## src/rtl/control_cmd_dumpframe_pkg.sv

```systemverilog
// Shared framebuffer geometry, address types and dump-command constants.
// params and types are the codebase-wide packages that the frame-load and
// frame-dump commands both use.
// control_cmd_dumpframe_pkg holds the constants local to the dump command.
package params;
  localparam int PIXEL_WIDTH     = 4;
  localparam int PIXEL_HEIGHT    = 3;
  localparam int BYTES_PER_PIXEL = 2;
endpackage

package types;
  import params::*;

  localparam int ROW_W = (PIXEL_HEIGHT > 1)    ? $clog2(PIXEL_HEIGHT)    : 1;
  localparam int COL_W = (PIXEL_WIDTH > 1)     ? $clog2(PIXEL_WIDTH)     : 1;
  localparam int PIX_W = (BYTES_PER_PIXEL > 1) ? $clog2(BYTES_PER_PIXEL) : 1;

  typedef logic [ROW_W-1:0] row_addr_t;
  typedef logic [COL_W-1:0] col_addr_t;
  typedef logic [PIX_W-1:0] pixel_addr_t;

  typedef struct packed {
    row_addr_t   row;
    col_addr_t   col;
    pixel_addr_t pixel;
  } fb_addr_t;

  localparam col_addr_t   COL_LAST = col_addr_t'(PIXEL_WIDTH - 1);
  localparam pixel_addr_t PIX_LAST = pixel_addr_t'(BYTES_PER_PIXEL - 1);

  // First byte of a frame: top-left pixel, most significant byte first.
  localparam fb_addr_t ADDR_FIRST = '{row: '0, col: '0, pixel: PIX_LAST};
  // Last byte of a frame: bottom-right pixel, least significant byte.
  localparam fb_addr_t ADDR_FINAL = '{row:   row_addr_t'(PIXEL_HEIGHT - 1),
                                      col:   COL_LAST,
                                      pixel: '0};
endpackage

package control_cmd_dumpframe_pkg;
  import params::*;

  localparam int DATA_W     = 8;
  localparam int LAT_W      = 2;
  localparam int DUMP_BYTES = PIXEL_WIDTH * PIXEL_HEIGHT * BYTES_PER_PIXEL;
endpackage

```

## src/rtl/control_cmd_dumpframe_if.sv

```systemverilog
// Command, framebuffer-read and transmitter signals of the dump command.
// master is the dump engine; slave is whatever drives it (control, RAM, UART).
interface control_cmd_dumpframe_if;
  import types::*;
  import control_cmd_dumpframe_pkg::*;

  logic              start;
  logic              abort;
  logic              busy;
  logic              done;
  fb_addr_t          ram_addr;
  logic              ram_read_enable;
  logic [DATA_W-1:0] ram_data_in;
  logic [DATA_W-1:0] tx_data;
  logic              tx_valid;
  logic              tx_ready;

  modport master (
    input  start, abort, ram_data_in, tx_ready,
    output busy, done, ram_addr, ram_read_enable, tx_data, tx_valid
  );

  modport slave (
    output start, abort, ram_data_in, tx_ready,
    input  busy, done, ram_addr, ram_read_enable, tx_data, tx_valid
  );
endinterface

```

## src/rtl/control_cmd_dumpframe_stepper.sv

```systemverilog
// Row/col/pixel framebuffer address walker, shared by the frame-load and
// frame-dump commands so both traverse the frame in the same byte order:
// pixel counts down, then col counts up, then row counts up.
// Each field steps at its own width; no carry spills into a neighbour.
module fb_addr_stepper
  import params::*;
  import types::*;
(
  input  logic     clk,
  input  logic     reset,
  input  logic     init,
  input  logic     clear,
  input  logic     step,
  output fb_addr_t addr,
  output logic     last
);

  fb_addr_t addr_q;
  fb_addr_t addr_nxt;

  // Address that follows addr_q in frame order.
  always_comb begin
    addr_nxt = addr_q;
    if (addr_q.pixel != pixel_addr_t'(0)) begin
      addr_nxt.pixel = addr_q.pixel - pixel_addr_t'(1);
    end else begin
      addr_nxt.pixel = PIX_LAST;
      if (addr_q.col == COL_LAST) begin
        addr_nxt.col = '0;
        addr_nxt.row = addr_q.row + row_addr_t'(1);
      end else begin
        addr_nxt.col = addr_q.col + col_addr_t'(1);
      end
    end
  end

  // Address register: clear wins over init, init over step.
  always_ff @(posedge clk or negedge reset) begin
    if (!reset) begin
      addr_q <= '0;
    end else if (clear) begin
      addr_q <= '0;
    end else if (init) begin
      addr_q <= ADDR_FIRST;
    end else if (step) begin
      addr_q <= addr_nxt;
    end
  end

  assign addr = addr_q;
  assign last = (addr_q == ADDR_FINAL);

endmodule

```

## src/rtl/control_cmd_dumpframe.sv

```systemverilog
// Frame dump command: reads every framebuffer byte in frame-load order and
// hands each one to the serial transmitter over a valid/ready handshake.
// One byte costs a FETCH cycle, RAM_LATENCY WAIT cycles and at least one
// SEND cycle. abort returns to IDLE on the next edge, dropping any byte
// still on offer.
module control_cmd_dumpframe
  import params::*;
  import types::*;
  import control_cmd_dumpframe_pkg::*;
#(
  parameter int RAM_LATENCY = 1
) (
  input  logic                    clk,
  input  logic                    reset,
  control_cmd_dumpframe_if.master bus
);

  typedef enum logic [2:0] {
    IDLE,
    FETCH,
    WAIT,
    SEND,
    DONE
  } state_t;

  localparam logic [LAT_W-1:0] LAT_LAST = LAT_W'(RAM_LATENCY - 1);

  state_t            state_q;
  state_t            state_d;
  logic [LAT_W-1:0]  lat_q;
  logic              armed_q;
  logic [DATA_W-1:0] tx_data_q;
  logic              tx_valid_q;
  logic              addr_init;
  logic              addr_clear;
  logic              addr_step;
  logic              addr_last;
  fb_addr_t          addr_q;
  logic              handshake;
  logic              lat_hit;
  logic              abort_busy;
  logic              capture;

  assign handshake  = tx_valid_q && bus.tx_ready;
  assign lat_hit    = (state_q == WAIT) && (lat_q == LAT_LAST);
  assign abort_busy = bus.abort && (state_q != IDLE);
  assign capture    = lat_hit && !abort_busy;

  fb_addr_stepper u_stepper (
    .clk   (clk),
    .reset (reset),
    .init  (addr_init),
    .clear (addr_clear),
    .step  (addr_step),
    .addr  (addr_q),
    .last  (addr_last)
  );

  // Next state and address-walker controls; abort overrides everything.
  always_comb begin
    state_d    = state_q;
    addr_init  = 1'b0;
    addr_clear = 1'b0;
    addr_step  = 1'b0;
    case (state_q)
      IDLE: begin
        // armed_q keeps the edge that releases reset from starting a dump.
        if (bus.start && armed_q && !bus.abort) begin
          state_d   = FETCH;
          addr_init = 1'b1;
        end
      end
      FETCH: state_d = WAIT;
      WAIT: begin
        if (lat_hit) state_d = SEND;
      end
      SEND: begin
        if (handshake) begin
          if (addr_last) begin
            state_d = DONE;
          end else begin
            state_d   = FETCH;
            addr_step = 1'b1;
          end
        end
      end
      DONE: begin
        state_d    = IDLE;
        addr_clear = 1'b1;
      end
      default: state_d = IDLE;
    endcase
    if (abort_busy) begin
      state_d    = IDLE;
      addr_init  = 1'b0;
      addr_step  = 1'b0;
      addr_clear = 1'b1;
    end
  end

  // State register plus the flag that arms start one edge after reset.
  always_ff @(posedge clk or negedge reset) begin
    if (!reset) begin
      state_q <= IDLE;
      armed_q <= 1'b0;
    end else begin
      state_q <= state_d;
      armed_q <= 1'b1;
    end
  end

  // Counts WAIT cycles since the read strobe; idles at zero elsewhere.
  always_ff @(posedge clk or negedge reset) begin
    if (!reset) begin
      lat_q <= '0;
    end else if ((state_q == WAIT) && !lat_hit && !abort_busy) begin
      lat_q <= lat_q + LAT_W'(1);
    end else begin
      lat_q <= '0;
    end
  end

  // Transmit byte register: load on capture, drop valid on handshake/abort.
  always_ff @(posedge clk or negedge reset) begin
    if (!reset) begin
      tx_data_q  <= '0;
      tx_valid_q <= 1'b0;
    end else if (capture) begin
      tx_data_q  <= bus.ram_data_in;
      tx_valid_q <= 1'b1;
    end else if (abort_busy || handshake) begin
      tx_valid_q <= 1'b0;
    end
  end

  assign bus.ram_addr        = addr_q;
  assign bus.ram_read_enable = (state_q == FETCH);
  assign bus.tx_data         = tx_data_q;
  assign bus.tx_valid        = tx_valid_q;
  assign bus.busy            = (state_q != IDLE);
  assign bus.done            = (state_q == DONE);

endmodule

```

## src/flat_wrapper.sv

```systemverilog
// flat-port wrapper written by rule: the top's interface ports become plain ports
module control_cmd_dumpframe_flat import params::*; import types::*; import control_cmd_dumpframe_pkg::*;
#(
  parameter int RAM_LATENCY = 1
)
  (clk, reset, bus_start, bus_abort, bus_ram_data_in, bus_tx_ready, bus_busy, bus_done, bus_ram_addr, bus_ram_read_enable, bus_tx_data, bus_tx_valid);
  control_cmd_dumpframe_if bus_i ();
  input  logic clk;
  input  logic reset;
  input wire logic [$bits(bus_i.start)-1:0] bus_start;
  input wire logic [$bits(bus_i.abort)-1:0] bus_abort;
  input wire logic [$bits(bus_i.ram_data_in)-1:0] bus_ram_data_in;
  input wire logic [$bits(bus_i.tx_ready)-1:0] bus_tx_ready;
  output wire logic [$bits(bus_i.busy)-1:0] bus_busy;
  output wire logic [$bits(bus_i.done)-1:0] bus_done;
  output wire logic [$bits(bus_i.ram_addr)-1:0] bus_ram_addr;
  output wire logic [$bits(bus_i.ram_read_enable)-1:0] bus_ram_read_enable;
  output wire logic [$bits(bus_i.tx_data)-1:0] bus_tx_data;
  output wire logic [$bits(bus_i.tx_valid)-1:0] bus_tx_valid;
  assign bus_i.start = bus_start;
  assign bus_i.abort = bus_abort;
  assign bus_i.ram_data_in = bus_ram_data_in;
  assign bus_i.tx_ready = bus_tx_ready;
  assign bus_busy = bus_i.busy;
  assign bus_done = bus_i.done;
  assign bus_ram_addr = bus_i.ram_addr;
  assign bus_ram_read_enable = bus_i.ram_read_enable;
  assign bus_tx_data = bus_i.tx_data;
  assign bus_tx_valid = bus_i.tx_valid;
  control_cmd_dumpframe #(.RAM_LATENCY(RAM_LATENCY)) u_core (.clk(clk), .reset(reset), .bus(bus_i));
endmodule
```

## config.mk

```make
export PLATFORM = sky130hd
export DESIGN_NAME = control_cmd_dumpframe_flat
export DESIGN_NICKNAME = d
export VERILOG_FILES = /design/src/rtl/control_cmd_dumpframe_pkg.sv /design/src/rtl/control_cmd_dumpframe_if.sv /design/src/rtl/control_cmd_dumpframe_stepper.sv /design/src/rtl/control_cmd_dumpframe.sv /design/src/flat_wrapper.sv
export SDC_FILE = /design/constraint.sdc
export NUM_CORES = 1
export LEC_CHECK = 0
export ABC_AREA = 1
export CAP_MARGIN = 20
export CORE_MARGIN = 4
export CORE_UTILIZATION = 46
export DETAILED_ROUTE_END_ITERATION = 10
export HOLD_SLACK_MARGIN = 0.05
export MAX_ROUTING_LAYER = met4
export PLACE_DENSITY = 0.85
export SETUP_SLACK_MARGIN = 0.3
export SYNTH_ARGS = -nofsm -noshare
export SYNTH_HDL_FRONTEND = slang
export SYNTH_SLANG_ARGS = --single-unit
```

## constraint.sdc

```tcl
create_clock -name clk -period 1.7 [get_ports clk]
set_input_delay 0.17 -clock clk [delete_from_list [all_inputs] [get_ports clk]]
set_output_delay 0.17 -clock clk [all_outputs]
set_load 0.05 [all_outputs]
```

# Word-level counts from Yosys, hierarchy flattened
# Index checks and enable logic that the tools add are counted.
totals:
  regBits: 20
  inputBits: 13
op_classes:
  reduce_logical: 21
  n_mux: 25
  addsub: 4
  eq_ne: 10
op_table:
  columns: ["cell", "count"]
  rows:
  - ["$mux W3", 5]
  - ["$mux W5", 3]
  - ["$mux W1", 12]
  - ["$ne A3 B1 Y1 const B", 4]
  - ["$pmux W3 S4", 1]
  - ["$reduce_bool A3 Y1", 3]
  - ["$logic_and A1 B1 Y1", 8]
  - ["$add A2 B1 Y2 const B", 3]
  - ["$eq A3 B2 Y1 const B", 2]
  - ["$mux W2", 3]
  - ["$reduce_and A3 Y1", 2]
  - ["$eq A5 B5 Y1 const B", 1]
  - ["$mux W4", 1]
  - ["$eq A3 B1 Y1 const B", 1]
  - ["$eq A3 B3 Y1 const B", 1]
  - ["$logic_not A1 Y1", 3]
  - ["$logic_not A3 Y1", 1]
  - ["$eq A2 B2 Y1 const B", 1]
  - ["$logic_not A2 Y1", 1]
  - ["$reduce_and A2 Y1", 1]
  - ["$reduce_bool A2 Y1", 1]
  - ["$logic_or A1 B1 Y1", 1]
  - ["$sub A1 B1 Y1 const B", 1]

# Longest topological paths before layout
depth:
  ltp_word: 8
  mapped_depth: 8
  ltp_nobuf: 8

# Modules after synthesis
# From an unflattened synthesis, not the netlist that was laid out.
unflattened:
  hier_cells: 123
  hier_area_um2: 1051.0
modules_own_cells:
  columns: ["mod", "cells_each", "area_each_um2", "instances", "seq_area_each_um2"]
  rows:
  - ["control_cmd_dumpframe", 88, 775.7, 1, 375.4]
  - ["fb_addr_stepper", 35, 275.3, 1, 125.1]

# Least setup slack after synthesis
# No wires, ideal clock.
synth_timing:
  path_type: "reg2reg"
  start: "register, netlist name u_core.u_stepper.addr[1]"
  end: "register, netlist name u_core.u_stepper.addr[3]"
  synth_period_minus_slack_ns: 1.436
  path_slack_ns: 0.264
  t_arrival_ns: 1.316
  path_stages_with_launch: 8
  cell_sequence: "dfrtp_1 > inv_1 > nor2_1 > nand3_1 > nand4_1 > nand2_1 > nand3_1 > nand2_1"
synth_between:
  elab_chain_len: 7
  word_cells_on_any_way: 9
  cone_classes: "eq/ne (2); mux (4); reduce/logical (3)"
synth_rtl:
  columns: ["element", "line", "text"]
  rows:
  - ["$eq A5 B5 Y1", "control_cmd_dumpframe_stepper.sv:51", "assign last = (addr_q == ADDR_FINAL);"]
  - ["$mux W1", "control_cmd_dumpframe.sv:79", "if (addr_last) begin"]
  - ["$mux W1", "control_cmd_dumpframe.sv:78", "if (handshake) begin"]
  - ["$mux W1", "control_cmd_dumpframe.sv:65", "case (state_q)"]
  - ["$mux W1", "control_cmd_dumpframe.sv:93", "if (abort_busy) begin"]
  - ["$reduce_bool A3 Y1 (no source line)", null, null]
  - ["$reduce_and A3 Y1 (no source line) *", null, null]
# Mark *: on every way between the ends. The rest lies on a longest branch, timed or not.
# A chain may end at the register's enable or synchronous reset.

# Final worst setup path
layout_timing:
  start: "register u_core.tx_data_q[1], in the netlist u_core.bus.tx_data[1]"
  end: "output port bus_tx_data[1]"
layout_rtl:
  columns: ["element", "line", "text"]
  rows:
  - ["start: declaration", "control_cmd_dumpframe.sv:32", "logic [DATA_W-1:0] tx_data_q;"]
  - ["start signal: assignment", "control_cmd_dumpframe.sv:129", "tx_data_q <= bus.ram_data_in;"]
  - ["end: declaration", "flat_wrapper.sv:18", "output wire logic [$bits(bus_i.tx_data)-1:0] bus_tx_data;"]
# No word-level cell between the ends.

==> results.md <==
* All-layer global routing usage at between 15 and 20%
* Final hold vios at 0
* Die Y at between 50 and 60 um
* Logic gate share of total power at between 50% and 60%
* Number of vias per cell at between 4 and 5
* Largest net degree at the start of global routing at 21
* Grt total ovfl at 0
* Crit path cell chain: dlygate4sd2_1
* # fillers at approximately 170
* Synth warn at 0
* Max-Cap Viols at 0
* Largest family of logic cells by synthesized area: simple AND/OR/NAND/NOR gates
* Int Pwr at roughly 0.0012 W
* Initial core utilization at around half
* First-pass DRT Iterations at 4
* Leading area contributor after synthesis: dfrtp_1
* Peak supply drop at between 1000 and 1500 uV
* Critical path buffers and inverters at 1
* CP max stage cell: dlygate4sd2_1
* CP arrival at 1190 ps
* Seq cells post-synth at 20
* Vias in the first global route at just over 900
* CP Capture Type: primary output
* Port Buf Inserts at 29
* RSZ-0062 raised after global routing: yes
* Simple-gate share of the synthesized area at between 30% and 40%
* Clk root buf: clkbuf_4
* CTS tree: yes
* Final Max Tran Viols at 0
* Via count at approximately 970
* Adder-cell share of the synthesized area at under 10%
* Total Nets Final at roughly 190
* P&R area growth vs syn at 40.5%
* Complex-gate fraction of the synthesized area at 3.31%
* Pwr dens at ~1600 mW/mm2
* Share of layout cells above drive strength 1 at 20.6%
* Xor and xnor area share after synthesis at 0.859%
* Antenna violations before repair at 0
* Post-CTS Hold Fix Bufs at 0
* Die area at around 0.0030 mm2
* Clock buffer depth at 2
* Commonest non-fill, non-tap cell in the layout: nand2_1
* CTS H-tree depth at 1
* Syn Area/Cell at roughly 7.6 um2
* I/O pin cnt at 30
* Clock latency on the worst-skew pair at roughly 300 ps
* Final worst-path cycle share at about four fifths
* Net count after synthesis at approximately 150
* FP Rows at 16
* Hpwl dp at roughly 1700 um
* Final setup viols at 0
* Status: complete, no violations
* First-pass GRT wire length at between 3000 and 4000 um
* Sw Share at 49.8%
* Crit-path leading delay family: buffers and inverters
* Num CTS Buffers at 3
* Die W at roughly 55 um
* Clk pwr share at between 10% and 20%
* Synth area leaders: dfrtp_1, nand2_1, nand3_1, inv_1, nor2_1
* Crit path time final at around 1400 ps
* Crit start category: flip-flop
* DRC viols at 0
* 1st-iter DRT viols at 32
* Post-synthesis mux area share at 0%
* Seq pwr share at approximately 32%
* Overall power at ~0.0023 W
* Worst hold path type: primary input to asynchronous set/reset pin
* Post-DR wirelength/cell at between 10 and 15 um
* Clock Sinks at 20
* Antenna cells at 0
* Routed wire length at 2180 um
* ANT nets after route at 0
* RePlAce Congestion at between 0.8 and 0.9
* TNS Setup at 0 ps
* Post-synthesis sequential area ratio at 49.1%
* Crit path required time at approximately 1500 ps
* Kind of critical path: flip-flop to primary output
* Cell count after synthesis at 134
* Multi-input gate area at approximately 460 um2
* Yosys cell types at 20
* Post-Syn Area at 0.00102 mm2
* CP Max Fanout at 2
* Commonest non-fill, non-tap cells in the layout: nand2_1, nand3_1, dfrtp_1
* Worst Skew at 8.47 ps
* Clk pin slew, worst setup/hold paths at between 100 and 150 ps
* CP peak stage delay at about 540 ps
* F_max at between 0.7 and 0.8 GHz
* P_leak at about 0.77 nW
* Top-area cell type share of the netlist area at between 40% and 50%
* Switching power at about 0.0012 W
* Register area at 504 um2
* Area of the core at approximately 0.0020 mm2
## cells by family (layout without fill, tap and decap cells)
| kind of cell | after synthesis | count (layout) |
|---|---|---|
| adder cells (fa/ha/maj) | 2 | 2 |
| buffers and inverters | 20 | 56 |
| other | 1 | 1 |
| XOR/XNOR | 1 | 1 |
| AO/OA/AOI/OAI | 6 | 6 |
| AND/OR/NAND/NOR | 84 | 84 |
| flip-flops | 20 | 20 |
## sequential cells by signal, summed over array words and instances (netlist names)
signal / flops
u_core.armed_q: 1
u_core.state_q: 3
u_core.lat_q: 2
u_core.u_stepper.addr: 5
u_core.bus.tx_valid: 1
u_core.bus.tx_data: 8
## routing by layer
layer | vias up | GRT usage, % | share of wire (%)
li1 | 497 | - | -
met1 | 429 | 19.7 | 43
met2 | 35 | 29.3 | 49
met3 | 4 | 2.95 | 6.9
met4 | 0 | 6.07 | 1.1
met5 | - | - | 0
## synth_stat cells
master / count
a31o_2: 1
nor2_1: 11
nor2_2: 2
a21oi_1: 2
ha_1: 2
clkbuf_1: 1
dfrtp_1: 20
o21ai_1: 1
nand2_1: 42
nor2_4: 1
nand2_2: 3
nand4_1: 1
o21ai_0: 2
conb_1: 1
xnor2_1: 1
inv_2: 1
inv_1: 18
nor3_1: 1
nand3_2: 1
nand3_1: 22
## final timing paths
check	cells after the start	from	slack [ps]	end
max	1	u_core.bus.tx_data[1]$_DFFE_PN0P_	340	bus_tx_data[1]
min	2	reset	200	u_core.u_stepper.addr[0]$_DFFE_PN0P_
max reg2reg	8	u_core.state_q[0]$_DFFE_PN0P_	350	u_core.u_stepper.addr[3]$_DFFE_PN0P_
min reg2reg	1	u_core.lat_q[0]$_DFF_PN0_	430	u_core.lat_q[0]$_DFF_PN0_
max in group asynchronous	2	reset	1260	u_core.state_q[0]$_DFFE_PN0P_
min in group clk	3	bus_ram_data_in[7]	420	u_core.bus.tx_data[7]$_DFFE_PN0P_
## metrics by stage
| step | area (um2) | setup WS, ps | util [%] | hold slack, ps | instances |
|---|---|---|---|---|---|
| final | 1430 | 342 | 70.2 | 201 | 197 |
| after global routing | 1430 | 250 | 70.2 | 216 | 197 |
| after detailed placement | 1360 | 144 | 66.7 | 416 | 191 |
| after global placement | 1360 | 191 | 66.7 | 413 | 191 |
| after floorplan | 1020 | 314 | - | -126 | 134 |
| after CTS | 1390 | 305 | 68.0 | 203 | 195 |
## layout make-up
type                    instances  area share (%)
clock buffers                   4            2.53
multi-input cells              94            32.4
inverters                      19            4.98
well taps                      27            2.36
repair buffers                 33            22.5
flip-flops and latches         20            35.2
## power groups by stage
| stage | Clock (W) | Combinational (W) | Sequential [W] |
|---|---|---|---|
| 3_5_place_dp | 0 | 0.00131 | 0.000745 |
| 2_1_floorplan | 0 | 0.000435 | 0.00119 |
| 3_3_place_gp | 0 | 0.00129 | 0.000742 |
| 6_report | 0.000270 | 0.00130 | 0.000751 |
| 5_1_grt | 0.000294 | 0.00139 | 0.000773 |
| 4_1_cts | 0.000281 | 0.00125 | 0.000739 |
## repair_timing
item	CTS	global route
endpoints found under the setup margin	10	22
pin swaps	0	2
resized for setup	10	19
buffers inserted	0	2
Power figures use the tool's default switching activity.
